`src/rtl/signmag_seq_divider.sv`:
```
`default_nettype none
// +----------------------------------------------------------------------------+
// | Module  : signmag_seq_divider                                              |
// | Brief   : Sequential restoring divider on sign-magnitude operands, one     |
// |           quotient bit per clock. Optional macro SIGNMAG_DIV_UNIT_FAST_EN  |
// |           lets a unit divisor bypass the iteration.                        |
// | Revision: 1.0 - initial release                                            |
// +----------------------------------------------------------------------------+
module signmag_seq_divider #(
   parameter int DVD_W = 14,
   parameter int DVS_W = 7
) (
   input  logic             clock,
   input  logic             reset_n,
   input  logic             start,
   input  logic [DVD_W:0]   dividend,
   input  logic [DVS_W:0]   divisor,
   output logic [DVD_W-1:0] quotient,
   output logic             q_sign,
   output logic [DVS_W-1:0] remainder,
   output logic             r_sign,
   output logic             busy,
   output logic             done,
   output logic             zflag,
   output logic             dbz
);

   localparam int CNT_W = (DVD_W > 1) ? $clog2(DVD_W) : 1;

   localparam logic [1:0] S_IDLE = 2'd0;
   localparam logic [1:0] S_LOAD = 2'd1;
   localparam logic [1:0] S_RUN  = 2'd2;
   localparam logic [1:0] S_DONE = 2'd3;

   logic [1:0]       state_q, state_d;
   logic             dvd_sign_q, dvd_sign_d;
   logic             dvs_sign_q, dvs_sign_d;
   logic [DVS_W-1:0] dvs_mag_q, dvs_mag_d;
   logic [DVS_W-1:0] pr_q, pr_d;
   logic [DVD_W-1:0] qsr_q, qsr_d;
   logic [CNT_W-1:0] count_q, count_d;
   logic [DVD_W-1:0] quotient_q, quotient_d;
   logic             q_sign_q, q_sign_d;
   logic [DVS_W-1:0] remainder_q, remainder_d;
   logic             r_sign_q, r_sign_d;
   logic             zflag_q, zflag_d;
   logic             dbz_q, dbz_d;

   logic             accept;
   logic             unit_fast;
   logic             short_path;
   logic [DVS_W:0]   pr_shift;
   logic [DVS_W-1:0] pr_sub;
   logic             pr_ge;
   logic [DVS_W-1:0] pr_step;
   logic [DVD_W-1:0] q_step;
   logic             finish;
   logic             fin_dbz;
   logic [DVD_W-1:0] fin_q;
   logic [DVS_W-1:0] fin_r;

`ifdef SIGNMAG_DIV_UNIT_FAST_EN
   assign unit_fast = (divisor[DVS_W-1:0] == DVS_W'(1));
`else
   assign unit_fast = 1'b0;
`endif

   // Zero and (optionally) unit divisors skip RUN and resolve in the LOAD cycle.
   assign accept     = start && ((state_q == S_IDLE) || (state_q == S_DONE));
   assign short_path = (divisor[DVS_W-1:0] == '0) || unit_fast;

   always_ff @(posedge clock) begin
      if (!reset_n) begin
         state_q <= S_IDLE;
      end else begin
         state_q <= state_d;
      end
   end

   always_comb begin
      state_d = state_q;
      case (state_q)
         S_IDLE, S_DONE: begin
            if (start) state_d = short_path ? S_LOAD : S_RUN;
            else       state_d = S_IDLE;
         end
         S_LOAD:  state_d = S_DONE;
         S_RUN:   if (count_q == '0) state_d = S_DONE;
         default: state_d = S_IDLE;
      endcase
   end

   always_comb begin
      busy = (state_q == S_LOAD) || (state_q == S_RUN);
      done = (state_q == S_DONE);
   end

   // One restoring step; the partial remainder stays below the divisor, so
   // the low DVS_W bits of the subtraction are exact whenever it is taken.
   always_comb begin
      pr_shift = {pr_q, qsr_q[DVD_W-1]};
      pr_ge    = (pr_shift >= {1'b0, dvs_mag_q});
      pr_sub   = pr_shift[DVS_W-1:0] - dvs_mag_q;
      pr_step  = pr_ge ? pr_sub : pr_shift[DVS_W-1:0];
      q_step   = {qsr_q[DVD_W-2:0], pr_ge};
   end

   always_comb begin
      finish  = (state_q == S_LOAD) || ((state_q == S_RUN) && (count_q == '0));
      fin_dbz = (state_q == S_LOAD) && (dvs_mag_q == '0);
      if (state_q == S_LOAD) begin
         fin_q = fin_dbz ? '1 : qsr_q;
         fin_r = '0;
      end else begin
         fin_q = q_step;
         fin_r = pr_step;
      end
   end

   always_comb begin
      dvd_sign_d  = dvd_sign_q;
      dvs_sign_d  = dvs_sign_q;
      dvs_mag_d   = dvs_mag_q;
      pr_d        = pr_q;
      qsr_d       = qsr_q;
      count_d     = count_q;
      quotient_d  = quotient_q;
      q_sign_d    = q_sign_q;
      remainder_d = remainder_q;
      r_sign_d    = r_sign_q;
      zflag_d     = zflag_q;
      dbz_d       = dbz_q;
      if (accept) begin
         dvd_sign_d = dividend[DVD_W];
         dvs_sign_d = divisor[DVS_W];
         dvs_mag_d  = divisor[DVS_W-1:0];
         pr_d       = '0;
         qsr_d      = dividend[DVD_W-1:0];
         count_d    = CNT_W'(DVD_W - 1);
         if (!short_path) dbz_d = 1'b0;
      end else if (state_q == S_RUN) begin
         pr_d    = pr_step;
         qsr_d   = q_step;
         count_d = count_q - CNT_W'(1);
      end
      if (finish) begin
         quotient_d  = fin_q;
         remainder_d = fin_r;
         q_sign_d    = !fin_dbz && (dvd_sign_q ^ dvs_sign_q) && (fin_q != '0);
         r_sign_d    = !fin_dbz && dvd_sign_q && (fin_r != '0);
         zflag_d     = (fin_q == '0);
         dbz_d       = fin_dbz;
      end
   end

   always_ff @(posedge clock) begin
      if (!reset_n) begin
         dvd_sign_q  <= 1'b0;
         dvs_sign_q  <= 1'b0;
         dvs_mag_q   <= '0;
         pr_q        <= '0;
         qsr_q       <= '0;
         count_q     <= '0;
         quotient_q  <= '0;
         q_sign_q    <= 1'b0;
         remainder_q <= '0;
         r_sign_q    <= 1'b0;
         zflag_q     <= 1'b0;
         dbz_q       <= 1'b0;
      end else begin
         dvd_sign_q  <= dvd_sign_d;
         dvs_sign_q  <= dvs_sign_d;
         dvs_mag_q   <= dvs_mag_d;
         pr_q        <= pr_d;
         qsr_q       <= qsr_d;
         count_q     <= count_d;
         quotient_q  <= quotient_d;
         q_sign_q    <= q_sign_d;
         remainder_q <= remainder_d;
         r_sign_q    <= r_sign_d;
         zflag_q     <= zflag_d;
         dbz_q       <= dbz_d;
      end
   end

   assign quotient  = quotient_q;
   assign q_sign    = q_sign_q;
   assign remainder = remainder_q;
   assign r_sign    = r_sign_q;
   assign zflag     = zflag_q;
   assign dbz       = dbz_q;

endmodule
`default_nettype wire
```
`config.mk`:
```
export PLATFORM = sky130hd
export DESIGN_NAME = signmag_seq_divider
export DESIGN_NICKNAME = d
export VERILOG_FILES = /design/src/rtl/signmag_seq_divider.sv
export SDC_FILE = /design/constraint.sdc
export NUM_CORES = 1
export LEC_CHECK = 0
export CORE_ASPECT_RATIO = 1.2
export CORE_MARGIN = 1
export CORE_UTILIZATION = 30
export CTS_BUF_LIST = sky130_fd_sc_hd__clkbuf_8
export CTS_CLUSTER_DIAMETER = 100
export DETAILED_ROUTE_END_ITERATION = 16
export PLACE_DENSITY_LB_ADDON = 0.15
export SLEW_MARGIN = 20
export SYNTH_ARGS = -nofsm -noshare
export SYNTH_HDL_FRONTEND = slang
export SYNTH_SLANG_ARGS = --single-unit
export TNS_END_PERCENT = 5
```
`constraint.sdc`:
```
create_clock -name clock -period 2.7 [get_ports clock]
set_clock_uncertainty 0.05 [all_clocks]
set_input_delay 0.54 -clock clock [delete_from_list [all_inputs] [get_ports clock]]
set_output_delay 0.54 -clock clock [all_outputs]
set_load 0.1 [all_outputs]
```
Word level (Yosys, flattened, before mapping):

Index checks and enable logic that the tools add are counted.

* register bits after elaboration: 61
* latch bits: 0
* bits in writable memories: 0
* memory bits (read-only): 0
* output and inout bits: 27
* word-level logic and storage cells: 62
* memories kept: 0

* add/subtract/negate cells: 2
* multipliers: 0
* divide/modulo/power cells: 0
* order comparisons: 1
* equal/unequal tests: 5
* shift operators: 0
* muxes and demuxes: 15
* bitwise logic cells: 2
* reductions and logical operators: 23

Operators with widths (number)
* $mux 14: 4
* $logic_not 14->1: 1
* $logic_not 7->1: 2
* $mux 7: 2
* $reduce_bool 14->1: 1
* $ge 8x7->1: 1
* $mux 4: 2
* $logic_and 1x1->1: 7
* $reduce_bool 7->1: 1
* $sub 7x7->7: 1
* $mux 2: 3
* $pmux 2 s3: 1
* $eq 2x2->1 const B: 2
* $logic_not 4->1: 1
* $reduce_bool 2->1: 2
* $reduce_or 2->1: 2
* $sub 4x1->4 const B: 1
* $logic_or 1x1->1: 3
* $mux 1: 3
* $eq 2x1->1 const B: 1
* $logic_not 2->1: 1
* $ne 2x1->1 const B: 1
* $ne 2x2->1 const B: 1
* $reduce_and 2->1: 1
* 3 further kinds: 3

Depth between registers and ports, before layout:

Gate-level depths: netlist of the first run.

* word-level depth: 6
* mapped depth: 11
* mapped depth without buffers: 10

Least setup slack after synthesis of the first run:

No wires, ideal clock.

* kind: flip-flop to flip-flop
* start: reg qsr_q[13]
* end: reg r_sign_q (netlist: r_sign)
* library setup time: 0.127 ns
* arrival: 2.129 ns
* data required time: 2.523 ns
* setup slack: 0.394 ns
* cell stages (with the launch flop): 12
* buffers on the path: 1
* period minus slack after synthesis: 2.306 ns
* cells stage by stage: dfxtp_1 -> inv_1 -> ha_1 -> inv_1 -> fa_1 -> a211oi_2 -> o21ai_1 -> a21oi_2 -> buf_4 -> a31oi_1 -> a211oi_1 -> a31oi_1

* word-level cells in the longest chain between the ends: 5
* elaborated cells on any way between the ends: 6
* those cells by class: add/sub (1); order compare (1); mux (2); reduce/logical (2)

RTL lines
* start: declaration: RTL line 40 `logic [DVD_W-1:0] qsr_q, qsr_d;`
* start signal: assignment: RTL line 175 `qsr_q <= qsr_d;`
* $sub 7x7->7 or $ge 8x7->1 (tied branches): RTL line 103, 102
* $mux 7 *: RTL line 104 `pr_step = pr_ge ? pr_sub : pr_shift[DVS_W-1:0];`
* $mux 7 *: RTL line 111 `if (state_q == S_LOAD) begin`
* $reduce_bool 7->1 *: RTL line 150 `r_sign_d = !fin_dbz && dvd_sign_q && (fin_r != '0);`
* $logic_and 1x1->1 *: RTL line 150
* end signal: assignment: RTL line 180 `r_sign_q <= r_sign_d;`
* end: declaration: RTL line 45 `logic r_sign_q, r_sign_d;`

Mark *: on every way between the ends. The rest lies on a longest branch, timed or not.
A chain may end at the register's enable or synchronous reset.

Final worst setup path of the first run:

* start: reg qsr_q[13]
* end: reg pr_q[5]

* word-level cells in the longest chain between the ends: 2
* elaborated cells on any way between the ends: 3
* those cells by class: add/sub (1); order compare (1); mux (1)

RTL lines
* $sub 7x7->7 or $ge 8x7->1 (tied branches): RTL line 103, 102
* $mux 7 *: RTL line 104
* end signal: assignment: RTL line 174 `pr_q <= pr_d;`
* end: declaration: RTL line 39 `logic [DVS_W-1:0] pr_q, pr_d;`

Marked as above.

==> impl_metrics.csv, run 1 <==
group,metric,value,unit
timing,max_freq,398,MHz
critical_path,cp_max_fo,7,
cells_and_area,drive_gt1_share,15.4,%
synth,yosysWarnings,0,
clocking,insertion_delay,0.34,ns
place,gp_routability_congestion,0.784,
die,core_region_area,10500,um^2
critical_path,r2r_end,"pr_q[5]",
power_and_ir_drop,irDropWorstVdd,0.000420,V
critical_path,required,2.86,ns
grt,grt_antenna_before_repair,0,
synth,synth_area_leaders,"dfxtp_1 (38%), mux2i_1 (7.2%), nand2_1 (6.3%)",
critical_path,cp_slowest_cell,"fa_1",
grt,grt_util_met3,3.17,%
critical_path,cp-start-kind,"flip-flop",
synth,async_flop_share,0,%
timing,drv_slew,0,
cells_and_area,area_growth,24.8,%
timing,worst_pin_slew,0.656,ns
grt,grt_max_degree,33,
timing,setup_slack,0.187,ns
place,place_worst_setup_slack,0.164,ns
critical_path,cpMostUsedCell,"inv_1",
timing,slew_headroom,56.3,%
clocking,cts_tree,"done",
critical_path,critPathCapture,"pr_q[5]",
route,wl_per_cell,15.6,um
die,rows,41,
place,hpwlAfterDp,6350,um
route,routed_via_density,5.10,
die,start_util,30.7,%
route,num_vias,2775,
timing,rsz0062_at_grt,"no",
grt,grtUsageMet2,28.6,%
die,io_pins,53,
clocking,cts.path.max_buffers,2,
cells_and_area,fill_cells,1117,
critical_path,slowest_delay,0.43,ns
synth,synthDistinctLibCells,52,
synth,avgSynthCellArea,8.91,um^2
critical_path,cp-end-kind,"flip-flop",
route,ant_nets,0,
clocking,cts_buffers,9,
die,die_y,115,um
critical_path,path_class,"flip-flop to flip-flop",
critical_path,worstPathCellList,"inv_1 -> ha_1 -> inv_1 -> fa_1 -> a211oi_4 -> o21ai_1 -> a21oi_2 -> buf_4 -> a31oi_1 -> a21oi_1 -> a211oi_1",
critical_path,cp.depth,11,
timing,period_share,93.1,%
route,drc_errors,0,
min_path,worstHoldPathType,"flip-flop to flip-flop",
grt,grt_pass1_vias,2688,
clocking,cts_max_level,3,
timing,setup_viol,0,
grt,track_usage,16.5,%
clocking,cts.clk_slew.worst_paths,0.07,ns
cells_and_area,diodes,0,
critical_path,r2r-start,"qsr_q[13]",
synth,synth.largest_area_cell,"dfxtp_1",
synth,seq_area_frac_synth,38.1,%
cells_and_area,layout.nets,450,
route,drt_wl_total,8480,um
power_and_ir_drop,total_leakage_power,0.00165,uW
critical_path,critPathBufInv,3,
timing,tns,0,ns
synth,syn-num-nets,399,
route,first_pass_iters,4,
synth,synthTopCellsByCount,"dfxtp_1 (61), nand2_1 (54), nor2_1 (24)",
critical_path,cp.arrival,2.67,ns
synth,synth_top_flop_cell,"dfxtp_1",
job,cap_violations,0,
critical_path,reg2reg_depth,11,
synth,synth_top_cell_area_share,38.1,%
grt,grt_pass1_wl,13600,um
synth,netlist_instances,360,
run_status,status,"finished clean",
timing,final_hold_viol_count,0,
synth,synth_edf_count,0,
route,drt_iter0_markers,74,
synth,synth-seq-cells,61,
die,die_area,11100,um^2
critical_path,r2r_slack,0.19,ns
place,io_buffers,52,
clocking,cts-hold-fix-buffers,0,
timing,period_needed,2.51,ns
clocking,cts_sinks,61,
synth,netlist_area,3210,um^2
clocking,cts-root-buf,"clkbuf_8",
power_and_ir_drop,power_density,1390,nW/um^2
grt,top_usage_layer,"met2",
grt,gr-total-overflow,0,
critical_path,crit_family,"compound AO/OA/AOI/OAI gates",
place,placed_cells,528,
grt,gr-usage-met1,18.7,%
synth,yosysMostFrequentCell,"dfxtp_1",
critical_path,startpoint,"qsr_q[13]",
cells_and_area,final_cells,544,
die,die_width,96.4,um
[flip-flops by register name (all words and copies together) (netlist names)]
signal,count
zflag,1
quotient,14
state_q,2
qsr_q,14
dvs_sign_q,1
count_q,4
dbz,1
dvd_sign_q,1
q_sign,1
r_sign,1
dvs_mag_q,7
remainder,7
pr_q,7
[report_power, final]
part	internal [uW]	total, uW	switching, uW
logic	1180	3360	2170
registers	1170	1450	283
clock network	395	746	351
total	2750	5560	2810
[worst min-delay path by stage]
stage                       startpoint            to  cells after the start
after floorplan           dvs_mag_q[6]  dvs_mag_q[6]                      2
final                     quotient[11]  quotient[11]                      2
after global routing      quotient[10]  quotient[10]                      2
after CTS                 quotient[11]  quotient[11]                      2
after detailed placement   quotient[1]   quotient[1]                      2
after global placement     quotient[4]   quotient[4]                      2
[cell usage in the layout (no fill, tap or decap), types with 13 or more instances in the layout]
| cell type | count |
|---|---|
| dfxtp_1 | 61 |
| nand2_1 | 54 |
| buf_4 | 38 |
| clkdlybuf4s50_1 | 25 |
| nor2_1 | 24 |
| mux2i_1 | 23 |
| inv_1 | 17 |
| a21boi_1 | 13 |
| a211oi_1 | 13 |
| a21boi_0 | 13 |
| o211a_1 | 13 |
[tightest hold or removal path, stage by stage, from the launching register on]
cell	delay (ns)
dfxtp_1	0.31
nand2_1	0.05
a21boi_1	0.05
[cell families after synthesis]
| kind of cell | share of synthesized area [%] |
|---|---|
| fa+ha+maj | 5.30 |
| compound gates | 25.4 |
| xor+xnor | 1.91 |
| mux | 7.53 |
| flops | 38.1 |
| buf+inv | 5.23 |
| simple gates | 16.5 |
[layer usage]
layer  share of wire [%]  wire, um
met4                 3.2       275
met1                  44      3690
met5                   0         0
met2                  51      4290
met3                 2.6       220
[layout make-up]
type                    count  area (um^2)  area share, %
flip-flops and latches     61         1220           30.5
multi-input cells         260         1830           45.8
clock inverters             3         12.5          0.313
repair buffers             64          556           13.9
clock buffers              12          165           4.12
well taps                 129          161           4.03
inverters                  15         56.3           1.41
[timing repair]
item | in CTS | in global routing
buffers inserted | 0 | 1
resized for setup | 0 | 2
endpoints found under the setup margin | 0 | 1
[through the flow]
step	power [uW]	utilization, %	hold WS, ns	instance area (um^2)
finish	5560	38.3	0.400	4000
global route	5960	38.3	0.423	4000
CTS	5560	38.1	0.404	3980
detailed placement	4790	36.4	0.395	3810
global placement	4770	36.4	0.389	3810
floorplan	4010	-	0.406	3210
Note: power is estimated with default switching activity, not from simulation.
==> run 2: changes to the inputs <==
--- a/config.mk
+++ b/config.mk
@@ -7,7 +7,7 @@
 export LEC_CHECK = 0
 export CORE_ASPECT_RATIO = 1.2
 export CORE_MARGIN = 1
-export CORE_UTILIZATION = 30
+export CORE_UTILIZATION = 55
 export CTS_BUF_LIST = sky130_fd_sc_hd__clkbuf_8
 export CTS_CLUSTER_DIAMETER = 100
 export DETAILED_ROUTE_END_ITERATION = 16
==> impl_metrics.csv, run 2 (synthesized netlist as in run 1, its figures left out) <==
group,metric,value,unit
cells_and_area,layout.nets,452,
cells_and_area,final_common_cell,"dfxtp_1",
route,drc_errors,0,
timing,period_needed,2.49,ns
timing,slew_headroom,64.8,%
clocking,insertion_delay,0.34,ns
clocking,cts_sinks,61,
power_and_ir_drop,power_density,1420,nW/um^2
cells_and_area,finalInstanceArea,3940,um^2
route,drt_wl_total,7770,um
timing,final_hold_viol_count,0,
timing,drv_slew,0,
cells_and_area,drive_gt1_share,16.3,%
cells_and_area,area_growth,22.9,%
cells_and_area,multi_input_area,1830,um^2
grt,grt_pass1_wl,12900,um
route,ant_nets,0,
min_path,worstHoldPathType,"flip-flop to flip-flop",
route,wl_per_cell,16.1,um
clocking,cts_buffers,9,
timing,tns,0,ns
critical_path,cp-start-kind,"flip-flop",
timing,rsz0062_at_grt,"no",
die,rows,30,
grt,grt_max_degree,33,
job,cap_violations,0,
route,first_pass_iters,4,
die,core_region_area,5630,um^2
power_and_ir_drop,total_leakage_power,0.00165,uW
clocking,cts-hold-fix-buffers,0,
route,drt_iter0_markers,201,
run_status,status,"finished clean",
critical_path,cp_max_fo,4,
die,die_width,71.7,um
grt,gr-total-overflow,0,
critical_path,cp.arrival,2.69,ns
die,die_area,6140,um^2
power_and_ir_drop,irDropWorstVdd,0.000747,V
grt,grt_pass1_vias,2732,
cells_and_area,fill_cells,463,
die,die_y,85.7,um
die,start_util,57.0,%
grt,grt_antenna_before_repair,0,
cells_and_area,seq_area,1220,um^2
die,io_pins,53,
clocking,cts.clk_slew.worst_paths,0.07,ns
clocking,cts.path.max_buffers,2,
place,hpwlAfterDp,5650,um
timing,max_freq,401,MHz
critical_path,required,2.90,ns
critical_path,path_class,"flip-flop to flip-flop",
route,routed_via_density,5.88,
place,gp_routability_congestion,0.886,
clocking,cts_max_level,3,
route,num_vias,2828,
clocking,cts_tree,"done",
clocking,cts-root-buf,"clkbuf_8",
cells_and_area,layout_common_cells,"dfxtp_1 (61), nand2_1 (54), buf_4 (41)",
critical_path,cp-end-kind,"flip-flop",
place,postPlaceCellArea,3720,um^2
timing,worst_pin_slew,0.527,ns
cells_and_area,diodes,0,
grt,track_usage,27.0,%
timing,period_share,92.4,%
timing,setup_viol,0,
place,io_buffers,52,
-- run 2: cell count changes in the layout (fill, tap and decap cells not counted), sizes merged --
| cell | previous run | this run |
|---|---|---|
| inv | 17 | 15 |
| clkinvlp | 0 | 1 |
| clkbuf | 12 | 11 |
| clkinv | 1 | 2 |
| buf | 39 | 41 |
| bufinv | 0 | 1 |
-- run 2: final cells by class --
| cell class | count | area share, % |
|---|---|---|
| multi-input cells | 260 | 46.4 |
| flip-flops and latches | 61 | 31.0 |
| repair buffers | 66 | 14.1 |
| clock buffers | 11 | 3.84 |
| well taps | 64 | 2.03 |
| inverters | 15 | 1.43 |
| clock inverters | 4 | 1.21 |
-- run 2: final timing paths --
check                            startpoint          end  slack [ns]  cells after the start
worst max-delay path              qsr_q[13]      pr_q[6]        0.21                     11
worst max register to register    qsr_q[13]      pr_q[6]        0.21                     11
worst min register to register  quotient[3]  quotient[3]        0.40                      2
worst min-delay path            quotient[3]  quotient[3]        0.40                      2
-- run 2: repair_timing --
item | CTS | global route
setup buffers | 0 | 2
endpoints found under the setup margin | 0 | 8
resized for setup | 0 | 2
-- run 2: per-stage QoR --
stage | worst slack, ns | power, uW | hold WS [ns] | utilization, % | std cells
final | 0.205 | 5610 | 0.404 | 70.0 | 481
after global routing | 0.0508 | 5960 | 0.419 | 70.0 | 481
after CTS | 0.153 | 5550 | 0.405 | 69.6 | 479
after detailed placement | 0.177 | 4710 | 0.395 | 66.1 | 464
after global placement | 0.282 | 4670 | 0.388 | 66.1 | 464
after floorplan | 0.394 | 4010 | 0.406 | - | 360
-- run 2: layer usage --
layer / up-vias / track usage [%] / part of all wire, %
li1: 1410 / - / -
met1: 1326 / 31.1 / 42
met4: 0 / 9.63 / 1.6
met5: - / 0 / 0
met2: 80 / 48.5 / 53
met3: 12 / 6.11 / 4.1
-- run 2: report_power, final --
group	internal [uW]	switching [uW]
Combinational	1180	2130
Sequential	1170	294
Clock	468	365
-- run 2: critical path: stages (launching register included) --
cell and delay [ns]:
dfxtp_1 0.33, inv_1 0.13, ha_1 0.19, inv_1 0.06, fa_2 0.37, a211oi_4 0.28
buf_4 0.15, o21bai_1 0.07, a21oi_1 0.17, xnor2_1 0.20, mux2i_1 0.15, a211oi_1 0.25
